[src/rtl/lut_scan_sequencer.sv]
// Walks row index j from 0 to a latched j_last, emitting one BRAM bank/address beat per row,
// and flags read data READ_LATENCY cycles after each beat. Optional feature: SCAN_ABORT_EN adds an abort input.
module lut_scan_sequencer #(
  parameter int BRAM_NUMBER_SIZE  = 5,
  parameter int BRAM_ADDRESS_SIZE = 8,
  parameter int J_SIZE            = 9,
  parameter int X_SIZE            = 3,
  parameter int READ_LATENCY      = 2
) (
  input  logic                         clock,
  input  logic                         reset,
  input  logic                         start,
  input  logic [X_SIZE-1:0]            x_enc,
  input  logic [J_SIZE-1:0]            j_last,
`ifdef SCAN_ABORT_EN
  input  logic                         abort,
`endif
  output logic                         busy,
  output logic                         out_valid,
  input  logic                         out_ready,
  output logic [BRAM_NUMBER_SIZE-1:0]  bram_number,
  output logic [BRAM_ADDRESS_SIZE-1:0] bram_address,
  output logic                         rd_valid,
  output logic                         done
);

  localparam int HI_SIZE = BRAM_ADDRESS_SIZE - X_SIZE;

  typedef enum logic [1:0] {
    IDLE  = 2'd0,
    ISSUE = 2'd1,
    DRAIN = 2'd2,
    DONE  = 2'd3
  } state_t;

  state_t                       state_reg, state_next;
  logic [J_SIZE-1:0]            j_reg, j_next;
  logic [J_SIZE-1:0]            j_inc;
  logic [J_SIZE-1:0]            j_last_reg, j_last_next;
  logic [X_SIZE-1:0]            x_enc_reg, x_enc_next;
  logic                         out_valid_reg, out_valid_next;
  logic [BRAM_NUMBER_SIZE-1:0]  bram_number_reg, bram_number_next;
  logic [BRAM_ADDRESS_SIZE-1:0] bram_address_reg, bram_address_next;
  logic                         busy_reg, busy_next;
  logic                         done_reg, done_next;
  logic [READ_LATENCY-1:0]      rd_pipe_reg, rd_pipe_next;
  logic                         issue;
  logic                         abort_req;

  // Upper row bits select the LUT page; the code picks the entry inside it.
  function automatic logic [BRAM_ADDRESS_SIZE-1:0] addr_of(
    input logic [J_SIZE-1:0] j,
    input logic [X_SIZE-1:0] x
  );
    return {j[J_SIZE-1 -: HI_SIZE], x};
  endfunction

`ifdef SCAN_ABORT_EN
  assign abort_req = abort;
`else
  assign abort_req = 1'b0;
`endif

  assign issue = out_valid_reg && out_ready;
  assign j_inc = j_reg + J_SIZE'(1);

  // One stage per cycle of BRAM latency; the last stage marks returning data.
  assign rd_pipe_next[0] = issue;
  genvar gi;
  generate
    for (gi = 1; gi < READ_LATENCY; gi++) begin : g_rd_pipe
      assign rd_pipe_next[gi] = rd_pipe_reg[gi-1];
    end
  endgenerate

  always_comb begin
    state_next        = state_reg;
    j_next            = j_reg;
    j_last_next       = j_last_reg;
    x_enc_next        = x_enc_reg;
    out_valid_next    = out_valid_reg;
    bram_number_next  = bram_number_reg;
    bram_address_next = bram_address_reg;

    case (state_reg)
      IDLE: begin
        if (start) begin
          state_next        = ISSUE;
          x_enc_next        = x_enc;
          j_last_next       = j_last;
          j_next            = '0;
          out_valid_next    = 1'b1;
          bram_number_next  = '0;
          bram_address_next = addr_of('0, x_enc);
        end
      end
      ISSUE: begin
        if (abort_req) begin
          state_next     = DRAIN;
          out_valid_next = 1'b0;
        end else if (issue) begin
          // Compare before incrementing so a full-range scan never wraps j.
          if (j_reg == j_last_reg) begin
            state_next     = DRAIN;
            out_valid_next = 1'b0;
          end else begin
            j_next            = j_inc;
            bram_number_next  = j_inc[BRAM_NUMBER_SIZE-1:0];
            bram_address_next = addr_of(j_inc, x_enc_reg);
          end
        end
      end
      DRAIN: begin
        // Leave once the final read is being returned, so done follows it by one cycle.
        if (rd_pipe_next == '0) begin
          state_next = DONE;
        end
      end
      DONE: begin
        state_next = IDLE;
      end
      default: begin
        state_next     = IDLE;
        out_valid_next = 1'b0;
      end
    endcase

    busy_next = (state_next != IDLE);
    done_next = (state_next == DONE);
  end

  always_ff @(posedge clock) begin
    if (reset) begin
      state_reg        <= IDLE;
      j_reg            <= '0;
      j_last_reg       <= '0;
      x_enc_reg        <= '0;
      out_valid_reg    <= 1'b0;
      bram_number_reg  <= '0;
      bram_address_reg <= '0;
      busy_reg         <= 1'b0;
      done_reg         <= 1'b0;
      rd_pipe_reg      <= '0;
    end else begin
      state_reg        <= state_next;
      j_reg            <= j_next;
      j_last_reg       <= j_last_next;
      x_enc_reg        <= x_enc_next;
      out_valid_reg    <= out_valid_next;
      bram_number_reg  <= bram_number_next;
      bram_address_reg <= bram_address_next;
      busy_reg         <= busy_next;
      done_reg         <= done_next;
      rd_pipe_reg      <= rd_pipe_next;
    end
  end

  assign busy         = busy_reg;
  assign out_valid    = out_valid_reg;
  assign bram_number  = bram_number_reg;
  assign bram_address = bram_address_reg;
  assign rd_valid     = rd_pipe_reg[READ_LATENCY-1];
  assign done         = done_reg;

endmodule

[config.mk]
export PLATFORM = sky130hd
export DESIGN_NAME = lut_scan_sequencer
export DESIGN_NICKNAME = d
export VERILOG_FILES = /design/src/rtl/lut_scan_sequencer.sv
export SDC_FILE = /design/constraint.sdc
export NUM_CORES = 1
export LEC_CHECK = 0
export CAP_MARGIN = 10
export CORE_UTILIZATION = 50
export CTS_BUF_LIST = sky130_fd_sc_hd__clkbuf_2
export DETAILED_ROUTE_END_ITERATION = 8
export PLACE_DENSITY = 0.84
export SYNTH_ARGS = -nofsm -noshare
export SYNTH_HDL_FRONTEND = slang
export SYNTH_SLANG_ARGS = --single-unit
[constraint.sdc]
create_clock -name clock -period 4.4 [get_ports clock]
set_input_delay 0.44 -clock clock [delete_from_list [all_inputs] [get_ports clock]]
set_output_delay 0.44 -clock clock [all_outputs]
set_load 0.05 [all_outputs]
## Word level (Yosys, flattened, before mapping)

Cells that the tools add are included.

- Word-level logic and storage cells: 49
- Flip-flop bits (word level): 41
- Output and inout bits: 17
- Input port bits: 16

- Reduce and logical (&&, ||, !) cells: 8
- Equal/unequal tests: 9
- Add/subtract/negate cells: 1
- Muxes and demuxes: 21

Operators with widths:

| cell | number |
|---|---|
| two-way mux 9 bit | 3 |
| two-way mux 8 bit | 3 |
| case mux 9 bit (2 select lines) | 1 |
| case mux 8 bit (2 select lines) | 1 |
| two-way mux 5 bit | 3 |
| case mux 5 bit (2 select lines) | 1 |
| adder 9 x 1 -> 9 bit (second input constant) | 1 |
| == test 9 bit | 1 |
| two-way mux 2 bit | 4 |
| inequality test 2 bit (second input constant) | 4 |
| case mux 2 bit (4 select lines) | 1 |
| AND reduction 4 bit | 2 |
| == test 2 bit (second input constant) | 3 |
| logical NOT 2 bit | 2 |
| nonzero test 2 bit | 2 |
| two-way mux 1 bit | 3 |
| == test 2 x 1 -> 1 bit (second input constant) | 1 |
| case mux 1 bit (2 select lines) | 1 |
| AND reduction 2 bit | 1 |
| logical AND 1 bit | 1 |

## Logic depth before layout (Yosys ltp)

Gate-level depths: netlist of run 1.

- Depth in word-level cells: 5
- Mapped depth: 6
- Gate-level depth less buffers: 5

## Worst setup path after synthesis of run 1

Ideal clock, no wire load.

- Kind: register to register
- Start: register j_reg[0]
- End: register j_reg[7]
- Library setup time: 70 ps
- Slack: 2542 ps
- Data required time: 4330 ps
- Buffers on the path: 0
- Period minus slack after synthesis: 1858 ps
- Cell stages (with the launch flop): 5
- Arrival: 1788 ps
- Cells stage by stage: dfxtp_1 > and4_2 > nand4_1 > or4_1 > a21oi_1

- Word-level cells in the longest chain between the ends: 4
- Elaborated cells on any way between the ends: 7
- Those cells by class: 1 x add/sub; 2 x eq/ne; 3 x mux; 1 x reduce/logical

RTL lines:

| item | line | text |
|---|---|---|
| start, declared | 37 | `logic [J_SIZE-1:0] j_reg, j_next;` |
| start signal, assigned | 146 | `j_reg <= j_next;` |
| adder 9 x 1 -> 9 bit | 65 | `assign j_inc = j_reg + J_SIZE'(1);` |
| two-way mux 9 bit | 103 | `if (j_reg == j_last_reg) begin` |
| two-way mux 9 bit | 101 | `end else if (issue) begin` |
| case mux 9 bit (2 select lines) | 85 | `case (state_reg)` |

Several ways; a longest one is shown, not always the timed one. The select of a mux whose other input is x is not followed.
A chain may end at the register's enable or synchronous reset.

==> results of run 1 <==
-- final cells by class --
type / instances / area, um2 / area share
multi-input cells: 131 / 722 / 0.409
flip-flops and latches: 31 / 621 / 0.352
repair buffers: 32 / 320 / 0.182
well taps: 30 / 37.5 / 0.0213
clock buffers: 6 / 30.0 / 0.0170
clock inverters: 1 / 30.0 / 0.0170
inverters: 1 / 3.75 / 0.00213
-- cells by family (layout without fill, tap and decap cells) --
logic type | count (synthesis) | in the layout | synth area share
and+or+nand+nor | 77 | 77 | 0.272
AOI/OAI and AO/OA | 44 | 44 | 0.180
DFF | 31 | 31 | 0.444
buffers and inverters | 10 | 40 | 0.0385
xor gates and xnor gates | 9 | 9 | 0.0565
adders and majority gates | 1 | 1 | 0.00896
-- cell usage in the layout (no fill, tap or decap), types with 4 or more instances in the layout --
cell type	synthesis	routed
nand2_1	35	35
clkdlybuf4s50_1	0	32
dfxtp_1	31	31
a21oi_1	24	24
o21ai_0	10	10
xor2_1	9	9
nor2_1	9	9
nand2b_1	6	6
clkbuf_2	0	6
nand3_1	5	5
o31ai_1	4	4
nand4_1	4	4
or4_1	4	4
or3_1	4	4
-- per-stage QoR --
step,hold WS (ps),total power [uW]
after detailed placement,441,433
after global routing,496,641
after floorplan,417,395
final,464,617
after CTS,460,617
after global placement,443,429
-- routing by layer --
| metal | vias up | global-route usage |
|---|---|---|
| li1 | 659 | - |
| met2 | 33 | 0.436 |
| met5 | - | 0 |
| met4 | 0 | 0.120 |
| met1 | 625 | 0.268 |
| met3 | 4 | 0.0556 |
-- power groups by stage --
| stage | logic, uW | clock network, uW | registers, uW |
|---|---|---|---|
| finish | 120 | 189 | 308 |
| global route | 131 | 199 | 311 |
| CTS | 119 | 190 | 308 |
| detailed placement | 118 | 0 | 314 |
| global placement | 115 | 0 | 313 |
| floorplan | 63.8 | 0 | 331 |
-- path summary, 6_finish.rpt --
path	slack [ps]	endpoint	from
max	2240	bram_number[2]	j_reg[2]
min	460	rd_pipe_reg[1]	rd_pipe_reg[0]
max reg2reg	2520	j_reg[5]	state_reg[0]
min reg2reg	460	rd_pipe_reg[1]	rd_pipe_reg[0]
==> results.cfg, run 1 <==
[run_status]
status = completed

[global_route]
antenna_found_initial = 0
grt_pass1_vias = 1195
grt-ovfl-total = 0
grt_usage = 0.245
grt_start_max_net_pins = 25
grt_pass1_wl_um = 5140

[power_and_ir_drop]
switchingPower_uw = 179
vdd_ir_drop_max_mv = 0.321
total_leakage_power_uw = 0.000664
power_density_mw_per_mm2 = 350
intPower_uw = 437
switching_share = 0.291
pwr-share-comb = 0.194
seqPwrFrac = 0.500
pwr-share-clk = 0.306

[cts]
clk_path_buf_depth = 2
htree_levels = 2
cts_tree = done
ctsHoldBuffers = 0
clkLatencyLatePin_ps = 360
numCtsBuffers = 5
post_cts_buffers = 0
clkSlewWorstSetupHoldPaths_ps = 160
clkSinkCount = 31
cts-resized-gates = 0
root_buffer = clkbuf_2

[drt]
via_per_inst = 5.69
topRoutingLayerUsed = met4
drt-met1-wl_um = 1460
post_drt_wl_per_cell_um = 14.2
drc = 0
wl_met3_um = 129
firstDrtPassIters = 4
vias = 1321
finalWirelength_um = 3290
drt-initial-drc-count = 29
met2_wirelength_um = 1670
ant_nets = 0

[timing]
finalCriticalPeriod_ps = 2160
tightest_slew_ps = 887
rsz0062_at_grt = no
tns_ps = 0
hold_viol_final = 0
skew_ps = 18.6
setup_ws_ps = 2240
final.period_utilization = 0.491
setup_viol = 0
fmax_ghz = 0.463
relSlewSlack = 0.408
slew_viol_final = 0

[worst_hold_path]
hp-class = reg -> reg
hold-path-cell-count = 2

[worst_setup_path]
critical_path_class = reg -> out
end_kind = output pin
crit_path_max_fanout = 8
cp.required_ps = 3960
cp.depth = 1
startpoint_type = flip-flop
cp_cell_sequence = clkdlybuf4s50_1
cpLargestDelayFamily = buffers and inverters
cp.arrival_ps = 1720
rr_worst_depth = 4
slowest_delay_ps = 860
crit_slowest_cell = clkdlybuf4s50_1
crit_buf_inv = 1

[place]
pre_cts_slack_ps = 2170
portBuffers = 32
post-place-cells = 225
hpwl_um = 2250
routabilityCongestion = 0.807
dpl_cell_area_mm2 = 0.00170

[synthesis]
synth.most_common_cell = nand2_1
ys.flop_type = dfxtp_1
yosysTopAreaCell = dfxtp_1
ys_ff_latch = 31
synth_edf_count = 0
synth_common_cells = nand2_1, dfxtp_1, a21oi_1, o21ai_0
netlist_instances = 172
synth_top_area_frac = 0.444
synth.area.top_cells = dfxtp_1, nand2_1, a21oi_1, xor2_1, o21ai_0
yosysSeqAreaShare = 0.444
synth_nets = 189
synthesis.area_mm2 = 0.00140
avgSynthCellArea_um2 = 8.12
yosysWarningCount = 0
synthArstFlopShare = 0
synth_cell_types = 27

[layout]
largest_reg_flops = 9
drive_above_1_share = 0.0644
final.fill_count = 223
final_area_mm2 = 0.00176
fin_cells = 232
finalCoreUtilization = 0.687
syn2layout_area_growth_pct = 26.3
antenna_cells = 0
layout.nets = 219

[die]
die_area_mm2 = 0.00301
die_w_um = 54.8
num_io_pins = 33
fp.coreArea_mm2 = 0.00257
fp.dieH_um = 54.8
num_rows = 18
start_util = 0.544

[run]
cap_violations = 0
Power figures use the tool's default switching activity.
==> inputs of run 2 (changes only) <==
Settings changed: CORE_UTILIZATION 50 to 46, PLACE_DENSITY 0.84 to 0.82.
Clock period 4.4 ns to 1.86 ns, I/O delays scaled along.
==> run 2 against run 1 <==
  * Flip-flop and latch count unchanged
  * The flow now finishes with violations (design-rule violations)
  * Clock-buffer cell count unchanged
  * Largest power group unchanged
  * Power up 120%
  * Worst hold slack worse by 130 ps
  * Register-to-register slack worse by 2400 ps
  * Largest cell class unchanged
  * Global-route usage down 2.9 points
  * Critical path depth unchanged
==> results.cfg, run 2 (same netlist as run 1, synthesis figures left out) <==
[layout]
syn2layout_area_growth_pct = 28.9
finalCoreUtilization = 0.642
largest_reg_flops = 9
fin_cells = 241
most-common-layout-cells = nand2_1, dfxtp_1, a21oi_1, clkdlybuf4s50_1, o21ai_0
final_common_cell = nand2_1
drive_above_1_share = 0.100
antenna_cells = 0
layout.nets = 226

[worst_setup_path]
slowest_delay_ps = 820
r2r-end = j_reg[3]
startpoint_type = flip-flop
cp.arrival_ps = 1580
crit_buf_inv = 1
r2r_slack_ps = 100
cp_cell_sequence = clkdlybuf4s50_1
crit_slowest_cell = clkdlybuf4s50_1
rr_worst_depth = 5
cp.required_ps = 1670
r2r-start = j_reg[3]
critical_path_class = reg -> out
cpLargestDelayFamily = buffers and inverters
crit_path_max_fanout = 4
end_kind = output pin

[run]
cap_violations = 0

[timing]
finalCriticalPeriod_ps = 1770
slew_viol_final = 0
setup_viol = 0
tns_ps = 0
setup_ws_ps = 93.0
relSlewSlack = 0.654
hold_viol_final = 0
rsz0062_at_grt = no
fmax_ghz = 0.566
tightest_slew_ps = 518
holdWs_ps = 337
final.period_utilization = 0.950
skew_ps = 19.8

[global_route]
grt_pass1_vias = 1232
grt-ovfl-total = 0
grt_start_max_net_pins = 24
antenna_found_initial = 0
grt_usage = 0.216
grt_pass1_wl_um = 5380

[drt]
post_drt_wl_per_cell_um = 13.7
finalWirelength_um = 3300
drt-initial-drc-count = 64
vias = 1359
ant_nets = 0
firstDrtPassIters = 6
drc = 4
via_per_inst = 5.64

[power_and_ir_drop]
pwr-share-comb = 0.228
total_leakage_power_uw = 0.000764
switching_share = 0.325
switchingPower_uw = 440
seqPwrFrac = 0.539
vdd_ir_drop_max_mv = 0.494
intPower_uw = 916
pwr-share-clk = 0.233
power_density_mw_per_mm2 = 753

[cts]
cts_tree = done
numCtsBuffers = 5
post_cts_buffers = 0
ctsHoldBuffers = 0
clkLatencyLatePin_ps = 370
htree_levels = 2
clkSlewWorstSetupHoldPaths_ps = 170
root_buffer = clkbuf_2
clkSinkCount = 31
clk_path_buf_depth = 2

[worst_hold_path]
min_to = j_last_reg[5]
hp-class = in -> reg
holdCritStartpoint = j_last[5]
hold-path-cell-count = 3

[place]
post-place-cells = 232
pre_cts_slack_ps = 32.7
routabilityCongestion = 0.853
portBuffers = 32
hpwl_um = 2340

[die]
start_util = 0.498
fp.dieH_um = 57.1
die_w_um = 57.1
num_rows = 19
die_area_mm2 = 0.00326
num_io_pins = 33
fp.coreArea_mm2 = 0.00281

[run_status]
violations = design-rule violations
status = finished with violations
==> run 2: changes by cell type in the layout (fill, tap and decap cells not counted), moves of 2 or more <==
cell,change
clkdlybuf4s50_1,-10
dlygate4sd2_1,+8
dlymetal6s2s_1,+2
buf_4,+6
clkinv_1,+2
==> run 2: final cells by class <==
class                           count  area (um2)
Clock buffer                        6        30.0
Multi-Input combinational cell    132         738
Clock inverter                      2        7.51
Inverter                            1        3.75
Fill cell                         240        1000
Sequential cell                    31         622
Timing Repair Buffer               38         360
Tap cell                           31        38.8
==> run 2: metal layers <==
layer / part of all wire / wire [um] / global-route usage
met1: 0.46 / 1520 / 0.273
met4: 0.018 / 61 / 0.0941
met5: 0 / 0 / 0
met2: 0.47 / 1550 / 0.338
met3: 0.051 / 169 / 0.0726
==> run 2: worst max path at each step <==
stage | start | endpoint | depth (start not counted)
detailed placement | out_ready | bram_address[7] | 5
finish | out_valid | out_valid | 1
CTS | j_reg[7] | bram_address[6] | 1
global placement | out_ready | bram_address[7] | 5
floorplan | j_reg[0] | j_reg[7] | 4
global route | out_valid | out_valid | 1
==> run 2: power groups by stage <==
stage / sequential [uW] / clock (uW) / combinational [uW]
5_1_grt: 736 / 361 / 336
3_5_place_dp: 744 / 0 / 298
6_report: 730 / 316 / 310
4_1_cts: 730 / 325 / 298
2_1_floorplan: 783 / 0 / 151
3_3_place_gp: 742 / 0 / 291
==> run 2: metrics by stage <==
stage          area (um2)  total power [uW]
6_report             1800              1360
3_5_place_dp         1750              1040
2_1_floorplan        1400               934
3_3_place_gp         1750              1030
5_1_grt              1800              1430
4_1_cts              1780              1350
==> run 2: what timing repair did <==
action	in CTS	in global routing
gates cloned	0	1
endpoints found under the setup margin	8	5
pin swaps	0	1
resized for setup	8	4
